### config.mk
export PLATFORM = sky130hd
export DESIGN_NAME = fpa_scheduler
export DESIGN_NICKNAME = d
export VERILOG_FILES = /design/src/rtl/fpa_sched_pkg.sv /design/src/rtl/fpa.sv /design/src/rtl/fpa_scheduler_rr_arbiter.sv /design/src/rtl/fpa_scheduler.sv
export SDC_FILE = /design/constraint.sdc
export NUM_CORES = 1
export LEC_CHECK = 0
export CELL_PAD_IN_SITES_DETAIL_PLACEMENT = 0
export CELL_PAD_IN_SITES_GLOBAL_PLACEMENT = 1
export CORE_MARGIN = 8
export CORE_UTILIZATION = 43
export CTS_CLUSTER_DIAMETER = 50
export CTS_CLUSTER_SIZE = 25
export DETAILED_ROUTE_END_ITERATION = 8
export HOLD_SLACK_MARGIN = 0.03
export PLACE_DENSITY_LB_ADDON = 0.3
export SETUP_SLACK_MARGIN = 0.5
export SYNTH_ARGS = -nofsm -noshare
export SYNTH_HDL_FRONTEND = slang
export SYNTH_SLANG_ARGS = --single-unit
### constraint.sdc
create_clock -name clk -period 34.7 [get_ports clk]
set_clock_uncertainty 0.1 [all_clocks]
set_input_delay 6.94 -clock clk [delete_from_list [all_inputs] [get_ports clk]]
set_output_delay 6.94 -clock clk [all_outputs]
set_load 0.005 [all_outputs]
### src/rtl/fpa_sched_pkg.sv
// Shared types and widths for the FP adder scheduler: slot states and pipeline stage records.
package fpa_sched_pkg;

    localparam int FP_W      = 32;
    localparam int STAT_W    = 16;
    // Widest requester tag the stage records carry (NREQ up to 8).
    localparam int TAG_MAX_W = 3;

    typedef enum logic [1:0] {
        SLOT_IDLE = 2'd0,
        SLOT_BUSY = 2'd1,
        SLOT_DONE = 2'd2
    } slot_state_e;

    typedef struct packed {
        logic                 valid;
        logic [TAG_MAX_W-1:0] tag;
        logic [FP_W-1:0]      a;
        logic [FP_W-1:0]      b;
    } s1_t;

    typedef struct packed {
        logic                 valid;
        logic [TAG_MAX_W-1:0] tag;
        logic [FP_W-1:0]      sum;
        logic                 of;
    } s2_t;

endpackage

### src/rtl/fpa.sv
// Combinational single-precision adder, round-to-nearest-even; zero/subnormal inputs and
// underflowing results are flushed to zero, exponent overflow returns infinity with of_o set.
module fpa
    import fpa_sched_pkg::*;
(
    input  logic [FP_W-1:0] a_i,
    input  logic [FP_W-1:0] b_i,
    output logic [FP_W-1:0] sum_o,
    output logic            of_o
);
    logic [FP_W-1:0]   x, y;
    logic [7:0]        ex, ey, d_exp;
    logic [26:0]       mx, my, my_sh, nrm;
    logic [27:0]       raw;
    logic [4:0]        lz;
    logic              found, sticky, round_up;
    logic [24:0]       rnd;
    logic signed [9:0] e_n, e_fin;

    always_comb begin
        // x holds the operand of larger magnitude, so the result takes its sign
        if (a_i[30:0] >= b_i[30:0]) begin
            x = a_i;
            y = b_i;
        end else begin
            x = b_i;
            y = a_i;
        end
        ex    = x[30:23];
        ey    = y[30:23];
        mx    = (ex == 8'd0) ? '0 : {1'b1, x[22:0], 3'b000};
        my    = (ey == 8'd0) ? '0 : {1'b1, y[22:0], 3'b000};
        d_exp = ex - ey;
        if (d_exp > 8'd26) begin
            my_sh  = '0;
            sticky = |my;
        end else begin
            my_sh  = my >> d_exp;
            sticky = |(my & ((27'd1 << d_exp) - 27'd1));
        end
        my_sh[0] = my_sh[0] | sticky;
        raw = (x[31] == y[31]) ? ({1'b0, mx} + {1'b0, my_sh}) : ({1'b0, mx} - {1'b0, my_sh});

        lz    = '0;
        found = 1'b0;
        for (int k = 26; k >= 0; k--) begin
            if (!found && raw[k]) begin
                lz    = 5'(26 - k);
                found = 1'b1;
            end
        end
        if (raw[27]) begin
            nrm = {raw[27:2], raw[1] | raw[0]};
            e_n = $signed({2'b00, ex}) + 10'sd1;
        end else begin
            nrm = raw[26:0] << lz;
            e_n = $signed({2'b00, ex}) - $signed({5'b00000, lz});
        end

        round_up = nrm[2] & (nrm[1] | nrm[0] | nrm[3]);
        rnd      = {1'b0, nrm[26:3]} + {24'd0, round_up};
        e_fin    = e_n + $signed({9'd0, rnd[24]});

        of_o = 1'b0;
        if (raw == '0) begin
            sum_o = {x[31] & y[31], 31'd0};
        end else if (e_fin >= 10'sd255) begin
            sum_o = {x[31], 8'hFF, 23'd0};
            of_o  = 1'b1;
        end else if (e_fin <= 10'sd0) begin
            sum_o = {x[31], 31'd0};
        end else begin
            sum_o = {x[31], e_fin[7:0], (rnd[24] ? rnd[23:1] : rnd[22:0])};
        end
    end
endmodule

### src/rtl/fpa_scheduler_rr_arbiter.sv
// Round-robin arbiter: search begins one past the last grant; the pointer moves only on accept.
module rr_arbiter #(
    parameter int N  = 4,
    parameter int IW = $clog2(N)
) (
    input  logic          clk,
    input  logic          rst_n,
    input  logic [N-1:0]  elig_i,
    input  logic          accept_i,
    output logic [N-1:0]  grant_o,
    output logic [IW-1:0] grant_idx_o
);
    logic [IW-1:0] ptr_q, ptr_d;

    always_comb begin
        int idx;
        idx         = 0;
        grant_o     = '0;
        grant_idx_o = '0;
        // Walk farthest-first so the nearest eligible requester overwrites earlier picks.
        for (int off = N; off >= 1; off--) begin
            idx = (int'(ptr_q) + off) % N;
            if (elig_i[IW'(idx)]) begin
                grant_o              = '0;
                grant_o[IW'(idx)]    = 1'b1;
                grant_idx_o          = IW'(idx);
            end
        end
        ptr_d = accept_i ? grant_idx_o : ptr_q;
    end

    always_ff @(posedge clk or negedge rst_n) begin
        if (!rst_n) ptr_q <= IW'(N - 1);
        else        ptr_q <= ptr_d;
    end
endmodule

### src/rtl/fpa_scheduler.sv
// Shares one FP adder among NREQ requesters through a 2-stage pipeline with per-requester result slots.
// Define FPA_SCHED_STATS_EN to add the stat_ops / stat_of saturating counters.
module fpa_scheduler
    import fpa_sched_pkg::*;
#(
    parameter int NREQ  = 4,
    parameter int TAG_W = $clog2(NREQ)
) (
    input  logic                 clk,
    input  logic                 reset,
    input  logic [NREQ-1:0]      req_valid,
    output logic [NREQ-1:0]      req_ready,
    input  logic [NREQ*FP_W-1:0] req_a,
    input  logic [NREQ*FP_W-1:0] req_b,
    output logic [NREQ-1:0]      rsp_valid,
    output logic [NREQ*FP_W-1:0] rsp_data,
    output logic [NREQ-1:0]      rsp_of,
    input  logic [NREQ-1:0]      rsp_ack,
    output logic                 busy
`ifdef FPA_SCHED_STATS_EN
    ,
    output logic [STAT_W-1:0]    stat_ops,
    output logic [STAT_W-1:0]    stat_of
`endif
);
    logic [NREQ-1:0]  elig, grant, busy_vec;
    logic [TAG_W-1:0] grant_idx;
    logic             accept;
    s1_t              s1_q, s1_d;
    s2_t              s2_q, s2_d;
    logic [FP_W-1:0]  sum;
    logic             sum_of;
    slot_state_e      slot_q [NREQ];
    slot_state_e      slot_d [NREQ];
    logic [FP_W-1:0]  data_q [NREQ];
    logic [FP_W-1:0]  data_d [NREQ];
    logic [NREQ-1:0]  of_q, of_d;

    genvar gi;
    generate
        for (gi = 0; gi < NREQ; gi++) begin : g_slot_io
            // Gating with reset keeps req_ready low while reset is held.
            assign elig[gi]                    = reset && req_valid[gi] && (slot_q[gi] == SLOT_IDLE);
            assign busy_vec[gi]                = (slot_q[gi] != SLOT_IDLE);
            assign rsp_valid[gi]               = (slot_q[gi] == SLOT_DONE);
            assign rsp_data[gi*FP_W +: FP_W]   = data_q[gi];
            assign rsp_of[gi]                  = of_q[gi];
        end
    endgenerate

    assign req_ready = grant;
    assign accept    = |grant;
    assign busy      = |busy_vec;

    rr_arbiter #(.N(NREQ), .IW(TAG_W)) u_arb (
        .clk         (clk),
        .rst_n       (reset),
        .elig_i      (elig),
        .accept_i    (accept),
        .grant_o     (grant),
        .grant_idx_o (grant_idx)
    );

    always_comb begin
        s1_d       = '0;
        s1_d.valid = accept;
        s1_d.tag   = TAG_MAX_W'(grant_idx);
        for (int i = 0; i < NREQ; i++) begin
            if (grant[i]) begin
                s1_d.a = req_a[i*FP_W +: FP_W];
                s1_d.b = req_b[i*FP_W +: FP_W];
            end
        end
    end

    fpa u_fpa (
        .a_i   (s1_q.a),
        .b_i   (s1_q.b),
        .sum_o (sum),
        .of_o  (sum_of)
    );

    always_comb begin
        s2_d       = '0;
        s2_d.valid = s1_q.valid;
        s2_d.tag   = s1_q.tag;
        s2_d.sum   = sum;
        s2_d.of    = sum_of;
    end

    // Write-back only ever targets a BUSY slot, so it cannot clash with an ack of a DONE slot.
    always_comb begin
        slot_d = slot_q;
        data_d = data_q;
        of_d   = of_q;
        for (int i = 0; i < NREQ; i++) begin
            case (slot_q[i])
                SLOT_IDLE: if (grant[i]) slot_d[i] = SLOT_BUSY;
                SLOT_BUSY: if (s2_q.valid && (s2_q.tag == TAG_MAX_W'(i))) begin
                    slot_d[i] = SLOT_DONE;
                    data_d[i] = s2_q.sum;
                    of_d[i]   = s2_q.of;
                end
                SLOT_DONE: if (rsp_ack[i]) slot_d[i] = SLOT_IDLE;
                default:   slot_d[i] = SLOT_IDLE;
            endcase
        end
    end

    always_ff @(posedge clk or negedge reset) begin
        if (!reset) begin
            s1_q <= '0;
            s2_q <= '0;
            of_q <= '0;
            for (int i = 0; i < NREQ; i++) begin
                slot_q[i] <= SLOT_IDLE;
                data_q[i] <= '0;
            end
        end else begin
            s1_q   <= s1_d;
            s2_q   <= s2_d;
            of_q   <= of_d;
            slot_q <= slot_d;
            data_q <= data_d;
        end
    end

`ifdef FPA_SCHED_STATS_EN
    logic [STAT_W-1:0] stat_ops_q, stat_of_q;

    always_ff @(posedge clk or negedge reset) begin
        if (!reset) begin
            stat_ops_q <= '0;
            stat_of_q  <= '0;
        end else begin
            if (accept && (stat_ops_q != '1))
                stat_ops_q <= stat_ops_q + 1'b1;
            if (s2_q.valid && s2_q.of && (stat_of_q != '1))
                stat_of_q <= stat_of_q + 1'b1;
        end
    end

    assign stat_ops = stat_ops_q;
    assign stat_of  = stat_of_q;
`endif
endmodule
# Word-level counts from Yosys, hierarchy flattened
# Index checks and enable logic that the tools add are counted.
# totals
register_bits	245
output_inout_bits	141
input_bits	266
wordCells	286
# classes
n_reduce_logical	92
n_eq_ne	24
bitwise	7
add_sub_neg	12
n_shift	3
mux	115
order_cmp	12
# op_table
op	count
64-bit 2-to-1 mux	4
27-bit 2-to-1 mux	4
32-bit 2-to-1 mux	3
31-bit 2-to-1 mux	2
5-bit 2-to-1 mux	11
27-bit OR reduction	2
4-bit 2-to-1 mux	12
1-bit logical AND	42
1-bit 2-to-1 mux	42
2-bit 2-to-1 mux	18
31-bit >= comparator	1
27-bit by 27-bit adder with 28-bit output	1
28-bit zero test	1
28-bit 2-to-1 mux	1
27-bit by 27-bit subtractor with 28-bit output	1
27-bit bitwise AND	1
1-bit by 8-bit << shifter with 27-bit output, first input constant	1
27-bit by 5-bit << shifter with 27-bit output	1
27-bit by 8-bit right shift with 27-bit output	1
27-bit by 1-bit subtractor with 27-bit output, second input constant	1
1-bit zero test	26
24-bit by 1-bit adder with 25-bit output	1
2-bit one-hot mux with 3 select lines	4
23-bit 2-to-1 mux	1
29 further kinds	83

# Logic depth before layout (Yosys ltp)
# depth
depth_word	101
mapped_depth	77
mapped_depth_nobuf	65

# Hierarchy
# From an unflattened synthesis, not the netlist that was laid out.
# hier_totals
hier_cells	2500
hier_area_um2	21290.4
# by_module_without_submodules
mod	cells_each	seq_area_each_um2	instances	area_per_inst_um2
fpa	1692	0.0	1	10664.0
fpa_scheduler	729	6080.8	1	9992.1
rr_arbiter	79	52.6	1	634.4

# Least setup slack after synthesis
# Ideal clock, no wire load.
# synth_timing
kind	input -> output
startpoint	input port req_valid[1]
endpoint	output port req_ready[2]
path_stages	13
t_arrival_ps	8931
path_slack_ps	18729
n_path_buf	2
cell_sequence	and3_1 > mux2_2 > nor2_1 > nor2_1 > nor2_1 > nor2_1 > nand2_1 > o221ai_1 > nor2_1 > a21oi_1 > o22ai_1 > clkbuf_1 > clkbuf_1
# synth_between
elab_chain_len	9
word_cells_on_any_way	18
# synth_rtl
item	line	text
from (decl)	fpa_scheduler.sv:11	input logic [NREQ-1:0] req_valid,
1-bit logical AND * (2 in series)	fpa_scheduler.sv:43	assign elig[gi] = reset && req_valid[gi] && (slot_q[gi] == SLOT_IDLE);
1-bit binary-select mux with 2-bit select	fpa_scheduler_rr_arbiter.sv:23	if (elig_i[IW'(idx)]) begin
1-bit 2-to-1 mux (implied by the code) (2 in series)	fpa_scheduler_rr_arbiter.sv:23	
4-bit 2-to-1 mux (3 in series)	fpa_scheduler_rr_arbiter.sv:23	
4-bit 2-to-1 mux *	fpa_scheduler_rr_arbiter.sv:23	
to (decl)	fpa_scheduler.sv:12	output logic [NREQ-1:0] req_ready,
# Mark *: on every way between the ends. The rest lies on a longest branch, timed or not. The select of a mux whose other input is x is not followed.

# Worst setup path in the final report
# layout_timing
startpoint	register s1_q[55] in the netlist's numbering
endpoint	register s2_q[21] in the netlist's numbering
# layout_between
elab_chain_len	101
word_cells_on_any_way	144
# layout_rtl
item	line	text
from (decl)	fpa_scheduler.sv:29	s1_t s1_q, s1_d;
from (signal assigned)	fpa_scheduler.sv:112	s1_q <= '0;
from (signal assigned)	fpa_scheduler.sv:120	s1_q <= s1_d;
31-bit >= comparator	fpa.sv:22	if (a_i[30:0] >= b_i[30:0]) begin
32-bit 2-to-1 mux	fpa.sv:22	
8-bit subtractor	fpa.sv:33	d_exp = ex - ey;
1-bit by 8-bit << shifter with 27-bit output	fpa.sv:39	sticky = |(my & ((27'd1 << d_exp) - 27'd1));
27-bit by 1-bit subtractor with 27-bit output	fpa.sv:39	
27-bit bitwise AND	fpa.sv:39	
27-bit OR reduction	fpa.sv:39	
1-bit 2-to-1 mux	fpa.sv:34	if (d_exp > 8'd26) begin
(+86 left out)	-	
1-bit bitwise AND	fpa.sv:60	round_up = nrm[2] & (nrm[1] | nrm[0] | nrm[3]);
24-bit by 1-bit adder with 25-bit output	fpa.sv:61	rnd = {1'b0, nrm[26:3]} + {24'd0, round_up};
10-bit by 2-bit adder with 10-bit output	fpa.sv:62	e_fin = e_n + $signed({9'd0, rnd[24]});
10-bit by 1-bit <= comparator with 1-bit output	fpa.sv:70	end else if (e_fin <= 10'sd0) begin
31-bit 2-to-1 mux	fpa.sv:70	
31-bit 2-to-1 mux	fpa.sv:67	end else if (e_fin >= 10'sd255) begin
32-bit 2-to-1 mux *	fpa.sv:65	if (raw == '0) begin
net sum[20]	fpa_scheduler.sv:31	logic [FP_W-1:0] sum;
to (signal assigned)	fpa_scheduler.sv:113	s2_q <= '0;
to (signal assigned)	fpa_scheduler.sv:121	s2_q <= s2_d;
to (decl)	fpa_scheduler.sv:30	s2_t s2_q, s2_d;
# Mark *: on every way through the listed nets, which the timed path passes. The rest lies on a longest branch.
# A chain may end at the register's enable or synchronous reset.

==> results_dict.tcl <==
set metrics [dict create \
    postCtsSetupBuffers 0 \
    overflow 0 \
    design_area_sq_mm 0.0263 \
    synth.area.mux_share_pct 11.9 \
    placed_area_sq_mm 0.0254 \
    drcViolationCount 0 \
    critPathMaxStageDelay_ns 0.93 \
    synth-compound-area-share_pct 26.2 \
    register_area_sq_mm 0.00613 \
    slew_viol_final 0 \
    clk_pin_slew_ns 0.08 \
    syn_to_final_growth_pct 25.6 \
    regToRegStartpoint "s1_q[55]" \
    nets 3191 \
    synth-seq-cells 245 \
    layout_common_cells "clkdlybuf4s50_1, nand2_1, dfrtp_1" \
    worst-setup-path-type "register to register" \
    synthXorXnorAreaFrac_pct 3.44 \
    grt_pass1_vias 21400 \
    core_sq_mm 0.0484 \
    worstPathMaxFanout 84 \
    maxCapViolations 0 \
    startpoint "s1_q[55]" \
    cpMaxStageDelayCell "a211oi_1" \
    die_height_microns 236 \
    timing.final.crit_period_ns 18.77 \
    critPathLaunchType "register" \
    grt_pass1_wl_mm 132 \
    hold_viol 0 \
    whs_endpoint "s2_q[33]" \
    async_reset_ff_share_pct 100 \
    finalSetupViolations 0 \
    initial_utilization_pct 43.2 \
    worst_slack_ns 15.93 \
    synth.avg_cell_area_sq_um 8.21 \
    required_ns 35.06 \
    via_per_inst 6.27 \
    setup_tns_ns 0 \
    ff2ff_setup_slack_ns 15.93 \
    slew_headroom_pct 13.8 \
    layout_commonest_cell "clkdlybuf4s50_1" \
    post-place-ws_ns 16.53 \
    fin_crit_sh_pct 54.1 \
    fmax_mhz 53.3 \
    min_path_type "register to register" \
    route.vias.total 21900 \
    cts_resized 0 \
    post_synth_num_cell_types 115 \
    synth_top_family_by_area "compound AO/OA/AOI/OAI gates" \
    critical_path.endpoint_type "register" \
    nFillCells 4502 \
    synthCells 2546 \
    h-tree-depth 1 \
    cts_tree "yes" \
    reg2reg_to "s2_q[21]" \
    cts-root-buf "clkbuf_16" \
    synth_area_sq_mm 0.0209 \
    synth_adder_area_share_pct 4.74 \
    diodes 0 \
    min_path_cells 0 \
    hpwl_mm 70.1 \
    antenna_found_initial 1 \
    reg2regPathDepth 59 \
    routed_wl_mm 88.1 \
    wl_per_cell_microns 25.3 \
    seq_area_frac_synth_pct 29.3 \
    ant_nets 0 \
    row_count 81 \
    track_usage_pct 30.0 \
    drtIter0Drc 2442 \
    synth_edf_count 0 \
    rsz0062_at_grt "false" \
    multi_input_area_sq_mm 0.0139 \
    cts_inserted_buffers 23 \
    clock_latency_ns 0.55 \
    dieArea_sq_mm 0.0559 \
    synth_warnings 0 \
    hp-start "s1_q[64]" \
    cpMostUsedCell "ha_1" \
    cts.sinks 245 \
    grt_start_max_net_pins 104 \
    place.port_buffers 406 \
    critPathArrivalTime_ns 19.12 \
    ctsHoldBuffers 0 \
    tightestPinTransition_ns 1.29 \
    ctsLongestPathBuffers 3 \
    synth-simple-area-share_pct 19.9 \
    globalplace.congestion 1.04 \
    syn-num-nets 2890 \
    fp.dieW_microns 236 \
    layout-drive-gt1-share_pct 10.9 \
    ios 407 \
    yosys_most_used_dff "dfrtp_1" \
    outcome "complete, no violations" \
    firstDrtPassIters 6 \
]
==> layout make-up <==
type	instances	share of cell area, %
inverters	79	1.13
well taps	622	2.96
clock buffers	23	2.19
flip-flops and latches	245	23.4
multi-input cells	2062	53.0
clock inverters	19	1.04
repair buffers	436	16.4
==> cells in the mapped netlist (31+ instances only) <==
cell type	count	area share [%]
ha_1	76	4.5
xor2_1	36	1.5
a21o_1	35	1.3
inv_1	77	1.4
o21ai_0	178	4.3
clkbuf_1	120	2.2
and3_1	34	1.0
nand3_1	68	1.6
a22oi_1	79	2.8
o31ai_1	31	1.1
mux2i_1	62	3.0
mux2_2	150	8.1
nor3_1	43	1.0
nand2_1	288	5.2
xnor2_1	46	1.9
a31oi_1	40	1.2
nor2_1	222	4.0
dfrtp_1	243	29
a21oi_1	222	5.3
==> layer usage <==
metal / wire [microns] / vias up / part of all wire [%] / track usage, %
met5: 19 / - / 0.022 / 0
met4: 4750 / 2 / 5.4 / 14.3
met3: 6240 / 227 / 7.1 / 5.14
met2: 43800 / 1067 / 50 / 53.1
met1: 33300 / 10500 / 38 / 34.8
li1: - / 10000 / - / -
==> sequential cells by signal, indices dropped and copies added (netlist names) <==
register	cells
slot_q	8
s1_q	67
rsp_data	128
s2_q	36
u_arb.ptr_q	2
rsp_of	4
==> worst max-delay path: cells and delay by family (launching register included) <==
kind            cells  cell delay [ns]
flops               1             0.44
xor+xnor            2             0.43
simple gates       26             7.76
buf+inv             2             0.77
compound gates     21             6.26
mux                 1             0.23
fa+ha+maj           7             2.56
==> per-stage QoR <==
step / hold slack [ns] / utilization, % / instances
3_3_place_gp: 0.232 / 52.5 / 3444
5_1_grt: 0.264 / 54.2 / 3486
2_1_floorplan: 0.231 / - / 2546
3_5_place_dp: 0.236 / 52.5 / 3444
6_report: 0.251 / 54.2 / 3486
4_1_cts: 0.254 / 54.2 / 3486
==> logic make-up after synthesis <==
logic type | count (synthesis)
muxes | 220
xor gates and xnor gates | 82
buffers and inverters | 239
adders and majority gates | 78
AOI/OAI and AO/OA | 830
and+or+nand+nor | 852
DFF | 245
==> worst max path at each step <==
stage	slack, ns	end
5_1_grt	14.63	s2_q[17]
6_report	15.93	s2_q[21]
3_5_place_dp	16.53	s2_q[17]
2_1_floorplan	18.73	req_ready[2]
3_3_place_gp	17.01	req_ready[2]
4_1_cts	16.49	s2_q[21]
Power is not shown: default switching activity piles up to over one toggle a cycle in this logic, so the estimate is an artifact.
